## src/rtl/controller_pkg.sv

```systemverilog
// Shared definitions for the multicycle controller and its data path:
// state encodings, instruction field constants, ALU codes and mux selects.
package controller_pkg;

  typedef enum logic [3:0] {
    S_FETCH    = 4'd0,
    S_DECODE   = 4'd1,
    S_MEM_ADDR = 4'd2,
    S_MEM_READ = 4'd3,
    S_LW_WB    = 4'd4,
    S_SW       = 4'd5,
    S_R_EXEC   = 4'd6,
    S_R_WB     = 4'd7,
    S_BRANCH   = 4'd8,
    S_JUMP     = 4'd9,
    S_JAL      = 4'd10,
    S_JR       = 4'd11,
    S_I_EXEC   = 4'd12,
    S_I_WB     = 4'd13
  } state_t;

  // Which rule the ALU decoder applies in the current state.
  typedef enum logic [2:0] {
    CLS_NONE = 3'd0,
    CLS_ADD  = 3'd1,
    CLS_SUB  = 3'd2,
    CLS_R    = 3'd3,
    CLS_I    = 3'd4
  } alu_class_t;

  localparam logic [5:0] OP_RTYPE = 6'b000000;
  localparam logic [5:0] OP_LW    = 6'b100011;
  localparam logic [5:0] OP_SW    = 6'b101011;
  localparam logic [5:0] OP_BEQ   = 6'b000100;
  localparam logic [5:0] OP_BNE   = 6'b000101;
  localparam logic [5:0] OP_J     = 6'b000010;
  localparam logic [5:0] OP_JAL   = 6'b000011;
  localparam logic [5:0] OP_ADDI  = 6'b001000;
  localparam logic [5:0] OP_SLTI  = 6'b001010;
  localparam logic [5:0] OP_ANDI  = 6'b001100;

  localparam logic [5:0] FN_ADD = 6'b100000;
  localparam logic [5:0] FN_SUB = 6'b100010;
  localparam logic [5:0] FN_AND = 6'b100100;
  localparam logic [5:0] FN_OR  = 6'b100101;
  localparam logic [5:0] FN_SLT = 6'b101010;
  localparam logic [5:0] FN_JR  = 6'b001000;

  localparam logic [2:0] ALU_ADD = 3'b010;
  localparam logic [2:0] ALU_SUB = 3'b110;
  localparam logic [2:0] ALU_AND = 3'b000;
  localparam logic [2:0] ALU_OR  = 3'b001;
  localparam logic [2:0] ALU_SLT = 3'b111;

  localparam logic [1:0] SRC_B_REG    = 2'b00;
  localparam logic [1:0] SRC_B_FOUR   = 2'b01;
  localparam logic [1:0] SRC_B_IMM    = 2'b10;
  localparam logic [1:0] SRC_B_IMM_SH = 2'b11;

  localparam logic [1:0] PC_SRC_ALU    = 2'b00;
  localparam logic [1:0] PC_SRC_ALUOUT = 2'b01;
  localparam logic [1:0] PC_SRC_JUMP   = 2'b10;
  localparam logic [1:0] PC_SRC_REGA   = 2'b11;

  // Dispatch from DECODE; unknown opcodes fall back to FETCH as a NOP.
  function automatic state_t decode_next(input logic [5:0] opcode, input logic [5:0] func);
    case (opcode)
      OP_LW, OP_SW:               return S_MEM_ADDR;
      OP_RTYPE:                   return (func == FN_JR) ? S_JR : S_R_EXEC;
      OP_BEQ, OP_BNE:             return S_BRANCH;
      OP_J:                       return S_JUMP;
      OP_JAL:                     return S_JAL;
      OP_ADDI, OP_SLTI, OP_ANDI:  return S_I_EXEC;
      default:                    return S_FETCH;
    endcase
  endfunction

endpackage

```

## src/rtl/controller_if.sv

```systemverilog
// Control bus between the controller (master) and the data path (slave).
interface controller_if;
  import controller_pkg::*;

  logic       ZERO;
  logic [5:0] opcode;
  logic [5:0] func;
  logic       pc_write;
  logic       IR_write;
  logic       reg_write;
  logic       mem_write;
  logic       mem_read;
  logic       reg_dst;
  logic       jal_reg;
  logic       pc_to_reg;
  logic       mem_to_reg;
  logic       alu_src_A;
  logic [1:0] alu_src_B;
  logic [1:0] pc_src;
  logic       I_or_D;
  logic [2:0] alu_op;

  modport master (
    input  ZERO, opcode, func,
    output pc_write, IR_write, reg_write, mem_write, mem_read, reg_dst, jal_reg,
           pc_to_reg, mem_to_reg, alu_src_A, alu_src_B, pc_src, I_or_D, alu_op
  );

  modport slave (
    output ZERO, opcode, func,
    input  pc_write, IR_write, reg_write, mem_write, mem_read, reg_dst, jal_reg,
           pc_to_reg, mem_to_reg, alu_src_A, alu_src_B, pc_src, I_or_D, alu_op
  );

endinterface

```

## src/rtl/controller_alu_decode.sv

```systemverilog
// Maps the current state class plus opcode/func to the ALU function code.
module controller_alu_decode
  import controller_pkg::*;
(
  input  alu_class_t alu_class,
  input  logic [5:0] opcode,
  input  logic [5:0] func,
  output logic [2:0] alu_op
);

  // Pure table lookup; unrecognised func/opcode values default to add.
  always_comb begin
    alu_op = ALU_AND;
    case (alu_class)
      CLS_ADD: alu_op = ALU_ADD;
      CLS_SUB: alu_op = ALU_SUB;
      CLS_R: begin
        case (func)
          FN_SUB:  alu_op = ALU_SUB;
          FN_AND:  alu_op = ALU_AND;
          FN_OR:   alu_op = ALU_OR;
          FN_SLT:  alu_op = ALU_SLT;
          default: alu_op = ALU_ADD;
        endcase
      end
      CLS_I: begin
        case (opcode)
          OP_SLTI: alu_op = ALU_SLT;
          OP_ANDI: alu_op = ALU_AND;
          default: alu_op = ALU_ADD;
        endcase
      end
      default: alu_op = ALU_AND;
    endcase
  end

endmodule

```

## src/rtl/controller.sv

```systemverilog
// Multicycle Moore controller for the MIPS-style data path.
//
// state    | meaning
// FETCH    | read instruction at PC, load IR, PC <= PC + 4
// DECODE   | dispatch on opcode, precompute branch target
// MEM_ADDR | ALUOut <= A + sign-extended imm (lw/sw)
// MEM_READ | read memory at ALUOut into MDR
// LW_WB    | rt <= MDR
// SW       | memory at ALUOut <= B
// R_EXEC   | ALUOut <= A op B
// R_WB     | rd <= ALUOut
// BRANCH   | compare A and B, conditionally load branch target
// JUMP     | PC <= {PC[31:28], target, 00}
// JAL      | jump and r31 <= PC (already incremented)
// JR       | PC <= A
// I_EXEC   | ALUOut <= A op imm
// I_WB     | rt <= ALUOut
module controller
  import controller_pkg::*;
(
  input logic        clk,
  input logic        rst,
  controller_if.master bus
);

  state_t     state;
  state_t     state_next;
  alu_class_t alu_class;

  // State register; a low rst at the edge restarts at FETCH.
  always_ff @(posedge clk) begin
    if (!rst) state <= S_FETCH;
    else      state <= state_next;
  end

  // Next state and Moore outputs; everything is held low while rst is low.
  always_comb begin
    state_next     = S_FETCH;
    alu_class      = CLS_NONE;
    bus.pc_write   = 1'b0;
    bus.IR_write   = 1'b0;
    bus.reg_write  = 1'b0;
    bus.mem_write  = 1'b0;
    bus.mem_read   = 1'b0;
    bus.reg_dst    = 1'b0;
    bus.jal_reg    = 1'b0;
    bus.pc_to_reg  = 1'b0;
    bus.mem_to_reg = 1'b0;
    bus.alu_src_A  = 1'b0;
    bus.alu_src_B  = SRC_B_REG;
    bus.pc_src     = PC_SRC_ALU;
    bus.I_or_D     = 1'b0;
    case (state)
      S_FETCH: begin
        bus.mem_read  = 1'b1;
        bus.IR_write  = 1'b1;
        bus.pc_write  = 1'b1;
        bus.alu_src_B = SRC_B_FOUR;
        alu_class     = CLS_ADD;
        state_next    = S_DECODE;
      end
      S_DECODE: begin
        bus.alu_src_B = SRC_B_IMM_SH;
        alu_class     = CLS_ADD;
        state_next    = decode_next(bus.opcode, bus.func);
      end
      S_MEM_ADDR: begin
        bus.alu_src_A = 1'b1;
        bus.alu_src_B = SRC_B_IMM;
        alu_class     = CLS_ADD;
        state_next    = (bus.opcode == OP_SW) ? S_SW : S_MEM_READ;
      end
      S_MEM_READ: begin
        bus.mem_read = 1'b1;
        bus.I_or_D   = 1'b1;
        state_next   = S_LW_WB;
      end
      S_LW_WB: begin
        bus.reg_write  = 1'b1;
        bus.mem_to_reg = 1'b1;
      end
      S_SW: begin
        bus.mem_write = 1'b1;
        bus.I_or_D    = 1'b1;
      end
      S_R_EXEC: begin
        bus.alu_src_A = 1'b1;
        alu_class     = CLS_R;
        state_next    = S_R_WB;
      end
      S_R_WB: begin
        bus.reg_write = 1'b1;
        bus.reg_dst   = 1'b1;
      end
      S_BRANCH: begin
        bus.alu_src_A = 1'b1;
        bus.pc_src    = PC_SRC_ALUOUT;
        alu_class     = CLS_SUB;
        bus.pc_write  = (bus.opcode == OP_BNE) ? ~bus.ZERO : bus.ZERO;
      end
      S_JUMP: begin
        bus.pc_write = 1'b1;
        bus.pc_src   = PC_SRC_JUMP;
      end
      S_JAL: begin
        bus.pc_write  = 1'b1;
        bus.pc_src    = PC_SRC_JUMP;
        bus.reg_write = 1'b1;
        bus.jal_reg   = 1'b1;
        bus.pc_to_reg = 1'b1;
      end
      S_JR: begin
        bus.pc_write = 1'b1;
        bus.pc_src   = PC_SRC_REGA;
      end
      S_I_EXEC: begin
        bus.alu_src_A = 1'b1;
        bus.alu_src_B = SRC_B_IMM;
        alu_class     = CLS_I;
        state_next    = S_I_WB;
      end
      S_I_WB: begin
        bus.reg_write = 1'b1;
      end
      default: state_next = S_FETCH;
    endcase
    if (!rst) begin
      alu_class      = CLS_NONE;
      bus.pc_write   = 1'b0;
      bus.IR_write   = 1'b0;
      bus.reg_write  = 1'b0;
      bus.mem_write  = 1'b0;
      bus.mem_read   = 1'b0;
      bus.reg_dst    = 1'b0;
      bus.jal_reg    = 1'b0;
      bus.pc_to_reg  = 1'b0;
      bus.mem_to_reg = 1'b0;
      bus.alu_src_A  = 1'b0;
      bus.alu_src_B  = SRC_B_REG;
      bus.pc_src     = PC_SRC_ALU;
      bus.I_or_D     = 1'b0;
    end
  end

  controller_alu_decode u_alu_decode (
    .alu_class (alu_class),
    .opcode    (bus.opcode),
    .func      (bus.func),
    .alu_op    (bus.alu_op)
  );

endmodule

```

## src/flat_wrapper.sv

```systemverilog
// flat-port wrapper written by rule: the top's interface ports become plain ports
module controller_flat import controller_pkg::*;
  (clk, rst, bus_ZERO, bus_opcode, bus_func, bus_pc_write, bus_IR_write, bus_reg_write, bus_mem_write, bus_mem_read, bus_reg_dst, bus_jal_reg, bus_pc_to_reg, bus_mem_to_reg, bus_alu_src_A, bus_alu_src_B, bus_pc_src, bus_I_or_D, bus_alu_op);
  controller_if bus_i ();
  input logic clk;
  input logic rst;
  input wire logic [$bits(bus_i.ZERO)-1:0] bus_ZERO;
  input wire logic [$bits(bus_i.opcode)-1:0] bus_opcode;
  input wire logic [$bits(bus_i.func)-1:0] bus_func;
  output wire logic [$bits(bus_i.pc_write)-1:0] bus_pc_write;
  output wire logic [$bits(bus_i.IR_write)-1:0] bus_IR_write;
  output wire logic [$bits(bus_i.reg_write)-1:0] bus_reg_write;
  output wire logic [$bits(bus_i.mem_write)-1:0] bus_mem_write;
  output wire logic [$bits(bus_i.mem_read)-1:0] bus_mem_read;
  output wire logic [$bits(bus_i.reg_dst)-1:0] bus_reg_dst;
  output wire logic [$bits(bus_i.jal_reg)-1:0] bus_jal_reg;
  output wire logic [$bits(bus_i.pc_to_reg)-1:0] bus_pc_to_reg;
  output wire logic [$bits(bus_i.mem_to_reg)-1:0] bus_mem_to_reg;
  output wire logic [$bits(bus_i.alu_src_A)-1:0] bus_alu_src_A;
  output wire logic [$bits(bus_i.alu_src_B)-1:0] bus_alu_src_B;
  output wire logic [$bits(bus_i.pc_src)-1:0] bus_pc_src;
  output wire logic [$bits(bus_i.I_or_D)-1:0] bus_I_or_D;
  output wire logic [$bits(bus_i.alu_op)-1:0] bus_alu_op;
  assign bus_i.ZERO = bus_ZERO;
  assign bus_i.opcode = bus_opcode;
  assign bus_i.func = bus_func;
  assign bus_pc_write = bus_i.pc_write;
  assign bus_IR_write = bus_i.IR_write;
  assign bus_reg_write = bus_i.reg_write;
  assign bus_mem_write = bus_i.mem_write;
  assign bus_mem_read = bus_i.mem_read;
  assign bus_reg_dst = bus_i.reg_dst;
  assign bus_jal_reg = bus_i.jal_reg;
  assign bus_pc_to_reg = bus_i.pc_to_reg;
  assign bus_mem_to_reg = bus_i.mem_to_reg;
  assign bus_alu_src_A = bus_i.alu_src_A;
  assign bus_alu_src_B = bus_i.alu_src_B;
  assign bus_pc_src = bus_i.pc_src;
  assign bus_I_or_D = bus_i.I_or_D;
  assign bus_alu_op = bus_i.alu_op;
  controller u_core (.clk(clk), .rst(rst), .bus(bus_i));
endmodule
```

## config.mk

```make
export PLATFORM = sky130hd
export DESIGN_NAME = controller_flat
export DESIGN_NICKNAME = d
export VERILOG_FILES = /design/src/rtl/controller_pkg.sv /design/src/rtl/controller_if.sv /design/src/rtl/controller_alu_decode.sv /design/src/rtl/controller.sv /design/src/flat_wrapper.sv
export SDC_FILE = /design/constraint.sdc
export NUM_CORES = 1
export LEC_CHECK = 0
export ABC_AREA = 1
export ABC_CLOCK_PERIOD_IN_PS = 2600
export BUFFER_PORTS_ARGS = -buffer_cell sky130_fd_sc_hd__buf_2
export CAP_MARGIN = 10
export CORE_MARGIN = 3
export CORE_UTILIZATION = 40
export CTS_CLUSTER_DIAMETER = 100
export DETAILED_ROUTE_END_ITERATION = 6
export PLACE_DENSITY = 0.69
export SLEW_MARGIN = 20
export SYNTH_ARGS = -nofsm -noshare
export SYNTH_HDL_FRONTEND = slang
export SYNTH_SLANG_ARGS = --single-unit
```

## constraint.sdc

```tcl
create_clock -name clk -period 2.6 [get_ports clk]
set_input_delay 0 -clock clk [delete_from_list [all_inputs] [get_ports clk]]
set_output_delay 0 -clock clk [all_outputs]
set_load 0.05 [all_outputs]
```

After elaboration in Yosys (flattened, before gate mapping)
Index checks and enable logic that the tools add are counted.
Operators by class
  equal/unequal tests: 31
  mux-type cells: 34
  bitwise operators: 1
  reductions and logical operators: 13
Operator list (count)
  one-hot mux 4 bit (6 select lines): 2
  equality test 6 bit (second input constant): 6
  one-hot mux 3 bit (4 select lines): 3
  equality test 4 bit (second input constant): 6
  equality test 6 x 4 -> 1 bit (second input constant): 4
  two-way mux 1 bit: 20
  equality test 4 x 3 -> 1 bit (second input constant): 4
  equality test 6 x 2 -> 1 bit (second input constant): 2
  equality test 6 x 3 -> 1 bit (second input constant): 2
  one-hot mux 2 bit (3 select lines): 2
  OR reduction 2 bit: 6
  OR reduction 4 bit: 3
  equality test 4 x 2 -> 1 bit (second input constant): 2
  equality test 3 x 2 -> 1 bit (second input constant): 2
  zero test 6 bit: 1
  two-way mux 3 bit: 2
  one-hot mux 3 bit (2 select lines): 1
  OR reduction 3 bit: 2
  equality test 4 x 1 -> 1 bit (second input constant): 1
  zero test 4 bit: 1
  two-way mux 2 bit: 2
  two-way mux 4 bit: 1
  equality test 3 x 1 -> 1 bit (second input constant): 1
  equality test 3 bit (second input constant): 1
  other kinds (2): 2
Storage, ports and cells
  bits in registers: 4
  input port bits: 15
  output and inout port bits: 18
  logic and storage cells: 80

Logic depth before layout (Yosys ltp)
  word-level depth: 6
  gate-level depth with buffers: 9
  mapped depth without buffers: 9

Hierarchy
A second synthesis with hierarchy kept.
Unflattened totals
  cells, all modules: 168
  area total of the unflattened synthesis: 822.0 µm²
Modules (own cells, without submodules)
  controller: instances 1, cells an instance 112, area an instance 580.6 µm², sequential area each 80.1 µm²
  controller_alu_decode: instances 1, cells an instance 56, area an instance 241.5 µm², sequential area each 0.0 µm²

Least setup slack after synthesis
No wires, ideal clock.
  kind: reg2out
  from: register u_core.state[3]
  to: output port bus_pc_to_reg
  arrival time: 1821 ps
  data required time: 2600 ps
  setup slack: 779 ps
  stages on the path, launching flop included: 8
  buffers on the path: 1
  cells stage by stage: dfxtp_1 > inv_2 > nor2_1 > inv_1 > nor2_1 > inv_1 > nor2_1 > buf_4
Between the ends
  word-level cells in the longest chain between the ends: 3
RTL lines
  from (decl): RTL line controller.sv:26  | state_t state;
  from (signal assigned): RTL line controller.sv:33  | else state <= state_next;
  equality test 4 bit
  two-way mux 1 bit (2 in series)
  to (decl): RTL line flat_wrapper.sv:17  | output wire logic [$bits(bus_i.pc_to_reg)-1:0] bus_pc_to_reg;
Every way passes these cells.

Worst setup path after layout
  from: register u_core.state[1]
  to: output port bus_alu_op[2]
Between the ends
  word-level cells in the longest chain between the ends: 6
  elaborated cells on any way between the ends: 14
  classes of those cells: 9 x eq/ne; 3 x mux; 2 x reduce/logical
RTL lines
  equality test 4 x 2 -> 1 bit, or another cell as far along: RTL line controller.sv:53  | case (state)
  OR reduction 3 bit (no source line)
  one-hot mux 3 bit (4 select lines) *: RTL line controller.sv:53
  two-way mux 3 bit *: RTL line controller.sv:127  | if (!rst) begin
  equality test 3 bit, or another cell as far along: RTL line controller_alu_decode.sv:14  | case (alu_class)
  one-hot mux 3 bit (4 select lines) *: RTL line controller_alu_decode.sv:14
  to (decl): RTL line flat_wrapper.sv:23  | output wire logic [$bits(bus_i.alu_op)-1:0] bus_alu_op;
Every way passes the cells marked *; elsewhere a longest branch is shown, timed or not.

==> impl_metrics.env <==
export IMPL_outcome="completed"
export IMPL_instances_no_fill=210
export IMPL_cts_buffers=3
export IMPL_wl_um=2000
export IMPL_place_congestion=0.786
export IMPL_met1_length_um=877
export IMPL_cts_root_buffer="clkbuf_4"
export IMPL_synth_cell_type_count=23
export IMPL_worstReg2RegStart="u_core.state[1]$_SDFF_PN0_"
export IMPL_synth_area_mux_share_pct=0
export IMPL_met3_length_um=122
export IMPL_reg_top3="u_core.state: 4 flops"
export IMPL_grt_remaining_overflow=0
export IMPL_final_net_count=202
export IMPL_ant_nets=0
export IMPL_hold_path_startpoint="rst"
export IMPL_yosys_area_share_adder_pct=0
export IMPL_dpl_cell_area_um2=963
export IMPL_io_pins=33
export IMPL_post_cts_resized=0
export IMPL_rsz0062_at_grt="no"
export IMPL_insertion_delay_ps=240
export IMPL_setup_viol=0
export IMPL_fp_dieW_um=50.3
export IMPL_grt_pass1_wl_um=3550
export IMPL_post_drt_wl_per_cell_um=9.51
export IMPL_die_h_um=50.3
export IMPL_cts_tree="done"
export IMPL_finalHoldViolations=0
export IMPL_syn_area_um2=785
export IMPL_area_delta_synth_final_pct=25.7
export IMPL_routed_top_layer="met4"
export IMPL_crit_path_start="u_core.state[1]$_SDFF_PN0_"
export IMPL_r2r_end="u_core.state[1]$_SDFF_PN0_"
export IMPL_hold_path_class="in -> reg"
export IMPL_antennaDiodeCount=0
export IMPL_met2_wirelength_um=989
export IMPL_placed_cells=207
export IMPL_seqCellArea_um2=80.1
export IMPL_p_per_area_nw_per_um2=263
export IMPL_start_util_pct=44.0
export IMPL_dr_pass1_iters=4
export IMPL_track_usage_pct=17.6
export IMPL_rrSetupSlack_ps=1420
export IMPL_synth_xor_area_share_pct=0
export IMPL_worstSetupPathType="reg -> out"
export IMPL_postSynthNetCount=167
export IMPL_relSlewSlack_pct=80.1
export IMPL_fin_crit_sh_pct=64.3
export IMPL_synthSimpleGateAreaFrac_pct=64.6
export IMPL_multi_input_area_um2=589
export IMPL_synth_seq_cells=4
export IMPL_tightest_slew_ps=298
export IMPL_rows=15
export IMPL_finClkSkew_ps=2.02
export IMPL_synth_warnings=0
export IMPL_ir_drop_mv=0.124
export IMPL_finalPower_mw=0.259
export IMPL_path_max_fanout=6
export IMPL_final_util_pct=55.3
export IMPL_postCtsHoldBufs=0
export IMPL_largest_register="u_core.state"
export IMPL_dp_hpwl_um=1720
export IMPL_vias=1050
export IMPL_post_cts_buffers=0
export IMPL_leakage_nw=0.597
export IMPL_fillerInstances=186
export IMPL_cts_sinks=4
export IMPL_dp_slack_ps=1170
export IMPL_clockBufferDepth=2
export IMPL_core_area_um2=1780
export IMPL_hold_depth=3
export IMPL_cp_arrival_ps=1670
export IMPL_maxCapViolCount=0
export IMPL_antenna_found_initial=0
export IMPL_die_area_um2=2530
export IMPL_grt_pass1_vias=918
export IMPL_io_buffers=32
export IMPL_largest_register_ffs=4
export IMPL_holdWs_ps=106
export IMPL_synthCells=152
export IMPL_ys_seq_area_share_pct=10.2
export IMPL_finalSetupTns_ps=0
export IMPL_drive_gt1_share_pct=33.5
export IMPL_avgSynthCellArea_um2=5.16
export IMPL_finalInstanceArea_um2=986
export IMPL_reg2regPathDepth=5
export IMPL_fmax_mhz=598
export IMPL_vias_per_cell=5.00
export IMPL_grt_max_degree=13
export IMPL_whs_endpoint="u_core.state[0]$_SDFF_PN0_"
export IMPL_cp_data_required_time_ps=2600
export IMPL_synth_top_family_by_area="simple AND/OR/NAND/NOR gates"
export IMPL_setup_slack_ps=928
export IMPL_worstSetupEndpointType="output port"
export IMPL_drtIter0Drc=15
export IMPL_h_tree_depth=1
export IMPL_route_detailed_drc=0
export IMPL_drv_slew=0
export IMPL_path_clk_slew_ps=40
export IMPL_fin_crit_ps=1670
export IMPL_synth_compound_area_share_pct=10.5
export IMPL_startpoint_type="register"
cell usage in the layout, fill, tap and decap left out:
| cell type | count |
|---|---|
| o21ai_2 | 1 |
| o211ai_1 | 1 |
| a21oi_1 | 3 |
| nand2_2 | 5 |
| o21ai_0 | 6 |
| clkinv_4 | 1 |
| nor2_2 | 4 |
| nand4_1 | 2 |
| nor3_2 | 1 |
| nand2_1 | 38 |
| inv_2 | 7 |
| nand3_2 | 3 |
| clkbuf_4 | 3 |
| nand3_1 | 17 |
| inv_1 | 18 |
| dfxtp_1 | 4 |
| nand2_4 | 2 |
| buf_2 | 32 |
| a31oi_1 | 1 |
| nor3_1 | 1 |
| nor2_4 | 3 |
| nor2_1 | 29 |
| o21ai_1 | 3 |
final cells by class:
cell class / instances / share of cell area, %
clock buffers: 3 / 2.28
inverters: 26 / 10.4
multi-input cells: 120 / 59.8
flip-flops and latches: 4 / 8.12
well taps: 25 / 3.17
repair buffers: 32 / 16.2
Yosys cell counts:
master,n,area share [%]
o21ai_0,6,3.8
nand4_1,2,1.6
clkinv_4,1,1.1
o21ai_2,1,1.1
inv_2,7,3.3
nor2_2,4,3.2
nor3_1,1,0.64
nor2_4,3,4.3
buf_4,1,0.96
nor3_2,1,1.3
o211ai_1,1,0.96
dfxtp_1,4,10
nor2_1,29,14
a31oi_1,1,0.80
buf_2,1,0.64
inv_1,18,8.6
o21ai_1,3,1.9
a21oi_1,3,1.9
nand3_1,17,11
nand3_2,3,3.8
nand2_1,38,18
nand2_2,5,4.0
nand2_4,2,2.9
how the worst max path moves through the flow:
stage	cells past startpoint	slack (ps)	endpoint
6_report	6	930	bus_alu_op[2]
5_1_grt	6	820	bus_alu_op[0]
4_1_cts	6	900	bus_alu_op[2]
3_5_place_dp	6	1170	bus_alu_op[2]
3_3_place_gp	6	1180	bus_alu_op[2]
2_1_floorplan	7	780	bus_pc_to_reg
per-layer routing:
layer | track usage (%) | vias to the layer above
met5 | 0 | -
li1 | - | 549
met4 | 4.15 | 0
met2 | 32.0 | 26
met1 | 20.1 | 473
met3 | 4.75 | 2
report_power, final:
| group | leakage, nW | internal, mW | switching [mW] |
|---|---|---|---|
| clock | 0.0138 | 0.0518 | 0.0276 |
| combinational | 0.551 | 0.0314 | 0.0807 |
| sequential | 0.0326 | 0.0637 | 0.00372 |
| total | 0.597 | 0.147 | 0.112 |
cells by family (layout without fill, tap and decap cells):
kind of cell / after synthesis / after routing
and+or+nand+nor: 105 / 105
buffers and inverters: 28 / 61
AOI/OAI and AO/OA: 15 / 15
DFF: 4 / 4
critical path, cell delays in order (launching register included):
cell	delay, ps
dfxtp_1	380
nor2_2	240
nand3_2	170
nor2_1	160
nand4_1	140
nand2_1	100
buf_2	260
Note: power is estimated with default switching activity, not from simulation.
